File: src/rtl/tick_event_scheduler.sv
// rtl/tick_event_scheduler.sv - shared base prescaler feeding periodic channels, serialised onto one event port
// Optional feature: define EVT_ROUND_ROBIN_EN for round-robin arbitration (default: fixed priority, channel 0 highest)
module tick_event_scheduler #(
  parameter int BASE_COUNT = 1_485_000,
  parameter int NUM_CH     = 4,
  parameter int PER_W      = 8
) (
  input  logic                      clk_148Mhz,
  input  logic                      reset,
  input  logic                      enable,
  input  logic                      cfg_valid,
  output logic                      cfg_ready,
  input  logic [$clog2(NUM_CH)-1:0] cfg_ch,
  input  logic [PER_W-1:0]          cfg_period,
  output logic                      base_tick,
  output logic                      ev_valid,
  input  logic                      ev_ready,
  output logic [$clog2(NUM_CH)-1:0] ev_id,
  output logic [NUM_CH-1:0]         overrun
);

  localparam int ID_W = $clog2(NUM_CH);
  localparam int PC_W = $clog2(BASE_COUNT);
  localparam logic [PC_W-1:0] PCNT_MAX = PC_W'(BASE_COUNT - 1);
  localparam logic [0:0] ST_IDLE  = 1'b0;
  localparam logic [0:0] ST_APPLY = 1'b1;

  logic [PC_W-1:0]  pcnt;
  logic [0:0]       state;
  logic [ID_W-1:0]  cfg_ch_q;
  logic [PER_W-1:0] cfg_period_q;
  logic [PER_W-1:0] period [NUM_CH];
  logic [PER_W-1:0] ccnt   [NUM_CH];
  logic [NUM_CH-1:0] pending;
  logic [NUM_CH-1:0] cfg_hit;
  logic [NUM_CH-1:0] fire;
  logic [NUM_CH-1:0] req;
  logic [NUM_CH-1:0] grant;
  logic              ch_tick;
  logic              load;
  logic              win_found;
  logic [ID_W-1:0]   win_id;
  logic [ID_W-1:0]   rr_start;

  assign cfg_ready = (state == ST_IDLE);
  assign ch_tick   = base_tick & enable;
  assign load      = ~ev_valid | ev_ready;
  // A channel being rewritten this cycle may not be granted: its pending bit is being discarded.
  assign req       = pending & ~cfg_hit;

  // Per-channel decode: config target this cycle, and which channels wrap on this base tick
  always_comb begin
    cfg_hit = '0;
    fire    = '0;
    for (int i = 0; i < NUM_CH; i++) begin
      cfg_hit[i] = (state == ST_APPLY) && (cfg_ch_q == ID_W'(i));
      fire[i]    = ch_tick && (period[i] != '0) && !cfg_hit[i] &&
                   (ccnt[i] == period[i] - PER_W'(1));
    end
  end

  // Arbiter: first requesting channel searching upward (with wrap) from rr_start
  always_comb begin
    int idx;
    idx       = 0;
    win_found = 1'b0;
    win_id    = '0;
    for (int k = 0; k < NUM_CH; k++) begin
      idx = (int'(rr_start) + k) % NUM_CH;
      if (!win_found && req[idx]) begin
        win_found = 1'b1;
        win_id    = ID_W'(idx);
      end
    end
  end

  // Grant vector: the winner is consumed only when the output register is loading
  always_comb begin
    grant = '0;
    for (int i = 0; i < NUM_CH; i++) begin
      grant[i] = load && win_found && (win_id == ID_W'(i));
    end
  end

`ifdef EVT_ROUND_ROBIN_EN
  logic [ID_W-1:0] rr_ptr;
  assign rr_start = rr_ptr;

  // Round-robin pointer: next search starts just past the last granted channel
  always_ff @(posedge clk_148Mhz or posedge reset) begin
    if (reset) begin
      rr_ptr <= '0;
    end else if (load && win_found) begin
      rr_ptr <= (win_id == ID_W'(NUM_CH - 1)) ? '0 : win_id + ID_W'(1);
    end
  end
`else
  assign rr_start = '0;
`endif

  // Base prescaler: base_tick is a registered pulse following the last count of each wrap
  always_ff @(posedge clk_148Mhz or posedge reset) begin
    if (reset) begin
      pcnt      <= '0;
      base_tick <= 1'b0;
    end else if (enable) begin
      base_tick <= (pcnt == PCNT_MAX);
      pcnt      <= (pcnt == PCNT_MAX) ? '0 : pcnt + PC_W'(1);
    end else begin
      base_tick <= 1'b0;
    end
  end

  // Config FSM: accept a request in IDLE, apply it in the following cycle
  always_ff @(posedge clk_148Mhz or posedge reset) begin
    if (reset) begin
      state        <= ST_IDLE;
      cfg_ch_q     <= '0;
      cfg_period_q <= '0;
    end else if (state == ST_IDLE) begin
      if (cfg_valid) begin
        cfg_ch_q     <= cfg_ch;
        cfg_period_q <= cfg_period;
        state        <= ST_APPLY;
      end
    end else begin
      state <= ST_IDLE;
    end
  end

  // Channel counters: a config write wins over a base tick on the same channel
  always_ff @(posedge clk_148Mhz or posedge reset) begin
    if (reset) begin
      for (int i = 0; i < NUM_CH; i++) begin
        period[i] <= '0;
        ccnt[i]   <= '0;
      end
    end else begin
      for (int i = 0; i < NUM_CH; i++) begin
        if (cfg_hit[i]) begin
          period[i] <= cfg_period_q;
          ccnt[i]   <= '0;
        end else if (ch_tick && (period[i] != '0)) begin
          ccnt[i] <= fire[i] ? '0 : ccnt[i] + PER_W'(1);
        end
      end
    end
  end

  // Pending bits and sticky overrun: a fire landing on an ungranted pending bit is lost
  always_ff @(posedge clk_148Mhz or posedge reset) begin
    if (reset) begin
      pending <= '0;
      overrun <= '0;
    end else begin
      pending <= ((pending & ~grant) | fire) & ~cfg_hit;
      overrun <= overrun | (fire & pending & ~grant);
    end
  end

  // One-entry event register: reload from the arbiter whenever empty or being consumed
  always_ff @(posedge clk_148Mhz or posedge reset) begin
    if (reset) begin
      ev_valid <= 1'b0;
      ev_id    <= '0;
    end else if (load) begin
      if (win_found) begin
        ev_valid <= 1'b1;
        ev_id    <= win_id;
      end else begin
        ev_valid <= 1'b0;
      end
    end
  end

endmodule

File: config.mk
export PLATFORM = sky130hd
export DESIGN_NAME = tick_event_scheduler
export DESIGN_NICKNAME = d
export VERILOG_FILES = /design/src/rtl/tick_event_scheduler.sv
export SDC_FILE = /design/constraint.sdc
export NUM_CORES = 1
export LEC_CHECK = 0
export ABC_AREA = 0
export ABC_CLOCK_PERIOD_IN_PS = 7400
export CORE_UTILIZATION = 40
export CTS_CLUSTER_DIAMETER = 30
export DETAILED_ROUTE_END_ITERATION = 10
export GPL_TIMING_DRIVEN = 0
export PLACE_DENSITY_LB_ADDON = 0.12
export SLEW_MARGIN = 20
export SYNTH_ARGS = -nofsm -noshare
export SYNTH_HDL_FRONTEND = slang
export SYNTH_SLANG_ARGS = --single-unit
File: constraint.sdc
create_clock -name clk_148Mhz -period 7.4 [get_ports clk_148Mhz]
set_clock_uncertainty 0.2 [all_clocks]
set_input_delay 1.85 -clock clk_148Mhz [delete_from_list [all_inputs] [get_ports clk_148Mhz]]
set_output_delay 1.85 -clock clk_148Mhz [all_outputs]
set_load 0.01 [all_outputs]
# [After elaboration in Yosys (flattened, before gate mapping)]
# Cells that the tools add are included.
[totals] ff_bits=108 in_bits=15 out_inout_bits=9 word_cells=117
[classes] addsub=9 eq_ne=11 n_mux=24 bitwise=13 reduce_logical=43
[op_table] operator="$mux W8" n=12
[op_table] operator="$add A8 B1 Y8 const B" n=4
[op_table] operator="$eq A8 B8 Y1" n=4
[op_table] operator="$reduce_bool A8 Y1" n=4
[op_table] operator="$sub A8 B1 Y8 const B" n=4
[op_table] operator="$logic_and A1 B1 Y1" n=24
[op_table] operator="$add A21 B1 Y21 const B" n=1
[op_table] operator="$eq A21 B21 Y1 const B" n=1
[op_table] operator="$mux W21" n=1
[op_table] operator="$and A4 B4 Y4" n=5
[op_table] operator="$mux W1" n=9
[op_table] operator="$eq A2 B2 Y1 const B" n=4
[op_table] operator="$not A4 Y4" n=2
[op_table] operator="$or A4 B4 Y4" n=2
[op_table] operator="$reduce_bool A2 Y1" n=4
[op_table] operator="$logic_not A1 Y1" n=7
[op_table] operator="$eq A2 B1 Y1 const B" n=2
[op_table] operator="$logic_not A2 Y1" n=2
[op_table] operator="$mux W2" n=2
[op_table] operator="$reduce_and A2 Y1" n=2
[op_table] operator="$not A1 Y1" n=2
[op_table] operator="$and A1 B1 Y1" n=1
[op_table] operator="$or A1 B1 Y1" n=1

# [Longest topological paths before layout]
[depth] ltp_word=20 ltp_mapped=9 depth_no_buf=8

# [Worst setup path after synthesis]
# Ideal clock, no wire load.
[synth_timing] path_kind="input port to flip-flop" startpoint="input enable" endpoint="register pcnt[19]" setup_ps=79 arrival_ps=3332 t_required_ps=7121 slack_ps=3788 stages=7 path_buffers=1 cell_sequence="clkbuf_1 -> nand4_1 -> nor4_1 -> and3_1 -> nand4_1 -> nor2_1 -> xor2_1"
[synth_rtl] item="start: declaration" line_no="10" text="input logic enable,"
[synth_rtl] item="end signal: assignment" line_no="108" text="pcnt <= (pcnt == PCNT_MAX) ? '0 : pcnt + PC_W'(1);"
[synth_rtl] item="end: declaration" line_no="28" text="logic [PC_W-1:0] pcnt;"

# [Worst setup path in the final report]
[layout_timing] startpoint="input enable" endpoint="register ccnt[18] in the netlist's numbering"
[layout_via] elab_chain_cells=7 elab_cells_between_ends=8 cone_classes="mux: 3; bitwise: 1; reduce/logical: 4"
[layout_lines] item="$and A1 B1 Y1 *" line_no="46" text="assign ch_tick = base_tick & enable;"
[layout_lines] item="$logic_and A1 B1 Y1 *" line_no="57, 143"
[layout_lines] item="$logic_and A1 B1 Y1 (2 in series)" line_no="57" text="fire[i] = ch_tick && (period[i] != '0) && !cfg_hit[i] &&"
[layout_lines] item="$mux W8" line_no="144" text="ccnt[i] <= fire[i] ? '0 : ccnt[i] + PER_W'(1);"
[layout_lines] item="$mux W8" line_no="143" text="end else if (ch_tick && (period[i] != '0)) begin"
[layout_lines] item="$mux W8" line_no="140" text="if (cfg_hit[i]) begin"
[layout_lines] item="end signal: indexed assignment" line_no="144"
[layout_lines] item="end: declaration" line_no="33" text="logic [PER_W-1:0] ccnt [NUM_CH];"
# Every way passes the cells marked *; elsewhere a longest branch is shown, timed or not. The select of a mux whose other input is x is not followed.
# A chain may end at the register's enable or synchronous reset.

==> flow_metrics.tcl <==
set metrics [dict create \
    outcome "finished clean" \
    vias_per_cell 5.30 \
    die_area_um2 15100 \
    clkTransAtPathRegs_ns 0.07 \
    areaGrowthSynthToFinish_pct 12.9 \
    totalWireLength_um 12400 \
    grt.met2_usage 0.285 \
    setup_tns_ns 0 \
    synth_top_family_by_area "simple AND/OR/NAND/NOR gates" \
    path_max_fanout 10 \
    final-setup-viol-count 0 \
    stdcell_count 797 \
    grt_util_met3 0.0437 \
    portBuffers 22 \
    postSynthCellCount 578 \
    busiest_layer "met2" \
    worstSetupStartpointType "input port" \
    synth_compound_area_frac 0.122 \
    synth_ff_type "dfrtp_1" \
    p_leak_uw 0.00285 \
    post-route-util 0.469 \
    ys_seq_area_frac 0.463 \
    wire_per_inst_um 15.6 \
    syn-cell-area_um2 5840 \
    grt_use_total 0.179 \
    met1_usage 0.245 \
    end_kind "register" \
    yosys.area_share.simple 0.179 \
    muxShareOfSynthArea 0.0797 \
    power_density_nw_per_um2 275 \
    die_y_um 123 \
    numCtsBuffers 9 \
    switchingPower_uw 616 \
    holdWs_ns 0.301 \
    peakVddDrop_uv 155 \
    yosysTopAreaCell "dfrtp_1" \
    min_period_ns 3.74 \
    clockBufferDepth 2 \
    n_antenna_cell 0 \
    post-route-period-util 0.505 \
    num-fill-cells 1338 \
    synth-edff-count 0 \
    yosysMostFrequentCell "dfrtp_1" \
    ys_types 60 \
    hold_buffers 0 \
    antenna_found_initial 0 \
    num_rows 43 \
    post-cts-setup-buffers 0 \
    final_nets 640 \
    drive_gt1_frac 0.107 \
    post-place-cells 781 \
    cts_root_buf "clkbuf_16" \
    grt_max_degree 58 \
    dp_hpwl_um 8880 \
    cts_tree "built" \
    crit_arrival_ns 3.81 \
    clkPwrFrac 0.255 \
    syn-num-nets 606 \
    report.final.hold_viol_count 0 \
    p_int_uw 1200 \
    synthTopCellsByArea "dfrtp_1 (46%), mux2_2 (6.9%), xnor2_1 (6.0%), nand2_1 (4.1%), xor2_1 (4.1%)" \
    cts-htree-levels 3 \
    setup.worst_path.class "in2reg" \
    rsz0062_at_grt "no" \
    synthTopCellsByCount "dfrtp_1 (108), nand2_1 (63), nor2_1 (45)" \
    comb_power_share 0.279 \
    num_vias 4228 \
    relSlewSlack 0.475 \
    hold_path_class "reg2reg" \
    clk_latency_ns 0.35 \
    yosys.area.top_type_share 0.463 \
    overflow 0 \
    seqPwrFrac 0.466 \
    required_ns 7.47 \
    drtPass1Iterations 4 \
    drv_slew 0 \
    place_congestion 0.778 \
    ys_ff_latch 108 \
    worst_slew_pin_slew_ns 0.780 \
    timing.fmax_mhz 268 \
    initial_core_util 0.416 \
    io_pins 24 \
    syn_avg_cell_area_um2 10.1 \
    cts_resized 0 \
    ant_nets 0 \
    core_um2 14000 \
    synth_warnings 0 \
    grt_pass1_wl_um 20700 \
    grt_pass1_vias 4109 \
    sw_frac_of_total 0.340 \
    synth_xor_area_frac 0.101 \
    cts.sinks 108 \
    ys_async_sr_fraction 1.00 \
    cap_violations 0 \
    die_w_um 123 \
    drc 0 \
    power.total_uw 1810 \
    synth_fa_ha_area_frac 0.0279 \
    drtIter0Drc 195 \
]
## stage by stage
step	cell area [um2]	worst slack, ns
after floorplan	5840	2.50
after global placement	6280	0.887
after detailed placement	6310	3.30
after CTS	6590	3.65
after global routing	6590	3.46
final	6590	3.66
## power groups by stage
stage                     combinational (uW)  clock, uW  sequential [uW]
final                                    505        463              846
after global routing                     570        506              864
after CTS                                508        481              846
after detailed placement                 506          0              857
after global placement                   486          0              854
after floorplan                          418          0              813
## cell usage in the layout, fill, tap and decap left out, types with 6 or more instances in the layout
| master | count |
|---|---|
| a21oi_1 | 11 |
| a22o_1 | 15 |
| and3_1 | 8 |
| clkbuf_1 | 18 |
| clkbuf_16 | 9 |
| clkdlybuf4s50_1 | 22 |
| dfrtp_1 | 108 |
| ha_1 | 13 |
| inv_1 | 21 |
| mux2_2 | 36 |
| mux2i_1 | 6 |
| nand2_1 | 63 |
| nand2b_1 | 10 |
| nand3_1 | 26 |
| nand4_1 | 8 |
| nor2_1 | 45 |
| nor3_1 | 13 |
| nor4_1 | 7 |
| o21ai_0 | 19 |
| xnor2_1 | 40 |
| xor2_1 | 27 |
## flip-flops by register name, indices dropped and copies added, names as in the netlist
| register | count |
|---|---|
| pending | 4 |
| cfg_ch_q | 2 |
| cfg_period_q | 8 |
| ev_valid | 1 |
| period | 32 |
| pcnt | 21 |
| state | 1 |
| ccnt | 32 |
| overrun | 4 |
| base_tick | 1 |
| ev_id | 2 |
## worst max-delay path, stage by stage
cell and delay, ns:
clkbuf_1 0.32, nand2_1 0.26, a41oi_1 0.36, nand2_1 0.11, a41oi_1 0.28, clkbuf_1 0.35
a21oi_1 0.12, mux2i_1 0.16
## path summary, 6_finish.rpt
path	from	end	slack [ns]	depth (start not counted)
max	enable	ccnt[18]	3.66	8
min	overrun[3]	overrun[3]	0.30	1
max reg2reg	period[24]	ccnt[26]	4.46	9
min reg2reg	overrun[3]	overrun[3]	0.30	1
max in group asynchronous	reset	pcnt[4]	4.64	3
min in group asynchronous	reset	cfg_period_q[3]	1.72	2
## metal layers
layer / wire, um / vias to the layer above
met3: 340 / 8
met4: 87 / 0
met2: 5790 / 37
li1: - / 2111
met5: 0 / -
met1: 6180 / 2072
## cell families after synthesis
| logic type | count (synthesis) |
|---|---|
| compound gates | 96 |
| xor+xnor | 67 |
| fa+ha+maj | 13 |
| buf+inv | 41 |
| flops | 108 |
| mux | 42 |
| simple gates | 211 |
## layout make-up
class / count / area [um2] / area share
sequential: 108 / 2700 / 0.410
tap: 180 / 225 / 0.0342
clock inverter: 4 / 31.3 / 0.00474
buffer: 19 / 80.1 / 0.0121
multi-input combinational: 429 / 2970 / 0.451
timing repair buffer: 23 / 248 / 0.0376
clock buffer: 12 / 246 / 0.0374
inverter: 22 / 87.6 / 0.0133
(Power assumes the default switching activity.)
